===== src/rtl/echo_pkg.sv =====
// Shared definitions for the Echo request path: word type and default queue depth.
package echo_pkg;

    localparam int ECHO_WIDTH     = 32;
    localparam int ECHO_REQ_DEPTH = 4;

    typedef logic [ECHO_WIDTH-1:0] echo_word_t;

endpackage : echo_pkg


===== src/rtl/echo_req_fifo.sv =====
// Circular request queue feeding the Echo responder through guarded first/deq methods.
// Every output is derived from registered state and nRST, never from the strobes.
module echo_req_fifo
    import echo_pkg::*;
#(
    parameter int WIDTH = ECHO_WIDTH,
    parameter int DEPTH = ECHO_REQ_DEPTH
) (
    input  logic                           CLK,
    input  logic                           nRST,
    input  logic                           enq__ENA,
    input  logic [WIDTH-1:0]               enq_v,
    output logic                           enq__RDY,
    input  logic                           deq__ENA,
    output logic                           deq__RDY,
    output logic [WIDTH-1:0]               first,
    output logic                           first__RDY,
    output logic [$clog2(DEPTH+1)-1:0]     count,
    output logic                           err
);

    localparam int AW = $clog2(DEPTH);
    localparam int PW = AW + 1;
    localparam int CW = $clog2(DEPTH + 1);

    logic [PW-1:0]    wr_ptr_q, wr_ptr_d;
    logic [PW-1:0]    rd_ptr_q, rd_ptr_d;
    logic [CW-1:0]    count_q, count_d;
    logic             err_q, err_d;
    logic [WIDTH-1:0] mem_q [DEPTH];
    logic [WIDTH-1:0] mem_d [DEPTH];

    logic empty, full, enq_ok, deq_ok, do_enq, do_deq;

    // The extra pointer MSB distinguishes full from empty when the index bits match.
    always_comb begin
        empty  = (wr_ptr_q == rd_ptr_q);
        full   = (wr_ptr_q[AW-1:0] == rd_ptr_q[AW-1:0]) && (wr_ptr_q[AW] != rd_ptr_q[AW]);
        enq_ok = nRST & ~full;
        deq_ok = ~empty;
        do_enq = enq__ENA & enq_ok;
        do_deq = deq__ENA & deq_ok;
    end

    always_comb begin
        wr_ptr_d = wr_ptr_q;
        rd_ptr_d = rd_ptr_q;
        count_d  = count_q;
        if (do_enq) wr_ptr_d = wr_ptr_q + PW'(1);
        if (do_deq) rd_ptr_d = rd_ptr_q + PW'(1);
        case ({do_enq, do_deq})
            2'b10:   count_d = count_q + CW'(1);
            2'b01:   count_d = count_q - CW'(1);
            default: count_d = count_q;
        endcase
        err_d = err_q | (enq__ENA & ~enq_ok) | (deq__ENA & ~deq_ok);
    end

    always_comb begin
        mem_d = mem_q;
        if (do_enq) mem_d[wr_ptr_q[AW-1:0]] = enq_v;
    end

    always_ff @(posedge CLK or negedge nRST) begin
        if (!nRST) begin
            wr_ptr_q <= '0;
            rd_ptr_q <= '0;
            count_q  <= '0;
            err_q    <= 1'b0;
        end else begin
            wr_ptr_q <= wr_ptr_d;
            rd_ptr_q <= rd_ptr_d;
            count_q  <= count_d;
            err_q    <= err_d;
        end
    end

    // Storage carries no reset; stale contents are hidden behind first__RDY.
    always_ff @(posedge CLK) begin
        mem_q <= mem_d;
    end

    always_comb begin
        enq__RDY   = enq_ok;
        deq__RDY   = deq_ok;
        first__RDY = deq_ok;
        first      = mem_q[rd_ptr_q[AW-1:0]];
        count      = count_q;
        err        = err_q;
    end

endmodule : echo_req_fifo


===== config.mk =====
export PLATFORM = sky130hd
export DESIGN_NAME = echo_req_fifo
export DESIGN_NICKNAME = d
export VERILOG_FILES = /design/src/rtl/echo_pkg.sv /design/src/rtl/echo_req_fifo.sv
export SDC_FILE = /design/constraint.sdc
export NUM_CORES = 1
export LEC_CHECK = 0
export ABC_AREA = 1
export CORE_MARGIN = 2
export CORE_UTILIZATION = 54
export CTS_CLUSTER_SIZE = 28
export DETAILED_ROUTE_END_ITERATION = 16
export PLACE_DENSITY = 0.8
export SYNTH_ARGS = -nofsm -noshare
export SYNTH_HDL_FRONTEND = slang
export SYNTH_SLANG_ARGS = --single-unit

===== constraint.sdc =====
create_clock -name CLK -period 3 [get_ports CLK]
set_input_delay 0.6 -clock CLK [delete_from_list [all_inputs] [get_ports CLK]]
set_output_delay 0.6 -clock CLK [all_outputs]
set_load 0.005 [all_outputs]

==> run summary <==
Status = completed
Worst VDD drop = 0.000741 V
Initial Util = 55.6%
Routing usage on met2 = 35.1%
Type of the worst min-delay path = flop to flop
Global-route wire length before repair = 17,200 um
CP max stage cell = clkdlybuf4s50_1
Maxcap violations = 0
Final hold vios = 0
Port Buf Inserts = 74
Critical path, cell by cell = buf_4 -> o21ai_0 -> o22ai_1 -> clkdlybuf4s50_1
Clk buf depth = 2
Max Fanout on Critical Path = 42
YS warnings = 0
Synthesized flop and latch total = 138
All-Layer GR Usage = 21.0%
Largest net degree at the start of global routing = 67
Clock Sinks = 138
Met1 Track Usage GR = 25.3%
Finish-stage setup viols = 0
Crit path time final = 2850 ps
H-tree Lvls = 4
Global route overflow = 0
1st-pass router iterations = 4
RSZ-0062 raised after global routing = no
CP arrival = 2250 ps
Period Utilization, post-route = 95.1%
Worst-Margin Slew = 406 ps
Die span in y = 104 um
Busiest grt layer = met2
CP max stage delay = 550 ps
Die W = 104 um
Initial antenna violation count = 0
IO Count = 75
CTS root buf = clkbuf_8
Routed Antenna Nets = 0
Library cells used by synthesis = 22
Area of the mapped netlist = 5410 um2
HPWL Detailed = 6090 um
Final Slew Violations = 0
CTS tree = built
Top cells by area, synth = edfxtp_1, o21ai_0, nor2_1
DIE AREA = 10,800 um2
Cts hold-fix bufs = 0
Startpoint Class = flop
Relative slew margins = 72.9%
Setup_tns = 0 ps
Non-Filler Instances = 623
Grt met3 use = 7.02%
Path type of the worst setup path = flop to output pin
Pwr per Cell Area = 984 nW/um2
Row count = 36
Layout cells sized above 1 = 12.2%
Fmax = 350 MHz
DRC violations left = 0
TritonCTS Buffers = 17
Vias = 3,407
Vias/cell = 5.47
Worst-skew pair later-pin latency = 520 ps
N_diodes = 0
DR WL/cell = 17.1 um
Share of the synthesized area in the top cell type = 71.1%
Vias in the first global route = 3,491
Synthesized Nets = 437
Req. time, crit path = 2400 ps
Syn_area_per_cell = 13.7 um2
1st-iter DRT viols = 204
Synth-to-Final Area Change = 28.8%
LEAKAGE = 2.42 nW
Largest area contributor in the netlist = edfxtp_1
CP Capture Type = output pin
Synth Instances = 394
Skew final = 9.81 ps
Cell count after placement = 591
Final wirelength = 10,700 um
Routability Congestion = 0.786
Register area share after synthesis = 75.7%
Fin nets = 520
CTS clock-pin slew for the worst setup and hold paths = 60 ps
Core area = 9730 um2
-- cell type report --
cell class	count	area (um2)
Sequential cell	138	4100
Fill cell	641	2770
Multi-Input combinational cell	220	1190
Timing Repair Buffer	85	877
Clock buffer	17	414
Tap cell	133	166
Clock inverter	15	164
Inverter	15	58.8
-- cells in the final DEF, fill, tap and decap left out, types with 2 or more instances in the layout --
cell             count
buf_12               4
buf_4                6
bufinv_16            2
clkbuf_16           16
clkdlybuf4s50_1     74
clkinv_2             3
clkinv_4             4
dfrtp_1              9
edfxtp_1           128
ha_1                 6
inv_1               12
inv_2                2
inv_6                4
nand2_1             26
nand2_2              3
nand2_4              3
nand3_4              3
nand4_1              3
nor2_1              68
nor2_4               4
o21ai_0             65
o22ai_1             32
xnor2_1              3
-- layer usage --
metal	routed length, um	up-vias	part of all wire, %
li1	-	1603	-
met1	4370	1649	41
met2	5300	138	50
met3	814	17	7.6
met4	184	0	1.7
met5	0	-	0
-- logic make-up after synthesis --
logic type | share of synthesized area (%)
xor+xnor | 0.648
flops | 75.7
fa+ha+maj | 1.76
simple gates | 9.19
buf+inv | 2.87
compound gates | 9.81
-- state kept, by name, summed over array words and instances, names as in the netlist --
name	cells
count	3
err	1
mem_q	128
rd_ptr_q	3
wr_ptr_q	3
-- stage by stage --
stage	util (%)	total power [W]	hold WS (ps)	area [um2]	worst slack, ps
after global routing	71.6	0.00723	474	6960	44.1
after CTS	71.5	0.00691	462	6960	63.1
after floorplan	-	0.00373	304	5410	306
after detailed placement	65.6	0.00489	454	6380	448
final	71.6	0.00685	463	6960	146
after global placement	65.6	0.00482	449	6380	544
-- cell usage after synthesis, drive strengths merged --
master and n:
clkbuf 10, nand4 3, o22ai 32, xor2 1, edfxtp 128, ha 6
fa 1, nor2 72, inv 15, dfrtp 10, o21ai 66, nand2 32
nand3 4, xnor2 3, buf 11
-- worst max-delay path, delay by kind of cell, from the launching register on --
family | cells | cell delay [ps]
buffers and inverters | 2 | 920
AO/OA/AOI/OAI | 2 | 420
flip-flops | 1 | 370
-- path summary, 6_finish.rpt --
kind | from | endpoint | slack [ps] | cells after the start
setup / recovery | rd_ptr_q[0] | first[26] | 150 | 4
hold / removal | err | err | 460 | 2
setup reg to reg | rd_ptr_q[1] | count[2] | 740 | 12
hold reg to reg | err | err | 460 | 2
max in group asynchronous | nRST | rd_ptr_q[0] | 2330 | 2
min in group asynchronous | nRST | rd_ptr_q[2] | 480 | 2
-- what timing repair did --
action                     in CTS  in global routing
pin swaps                       0                  0
gates resized for setup         1                  1
setup buffers                   0                  0
setup endpoints to repair       1                  1
-- where the power goes --
group	total, W	internal [W]	switching, W
Sequential	0.00247	0.00236	0.000104
Combinational	0.00238	0.00110	0.00128
Clock	0.00201	0.00120	0.000808
No activity file was read; power rests on OpenSTA's default activity.
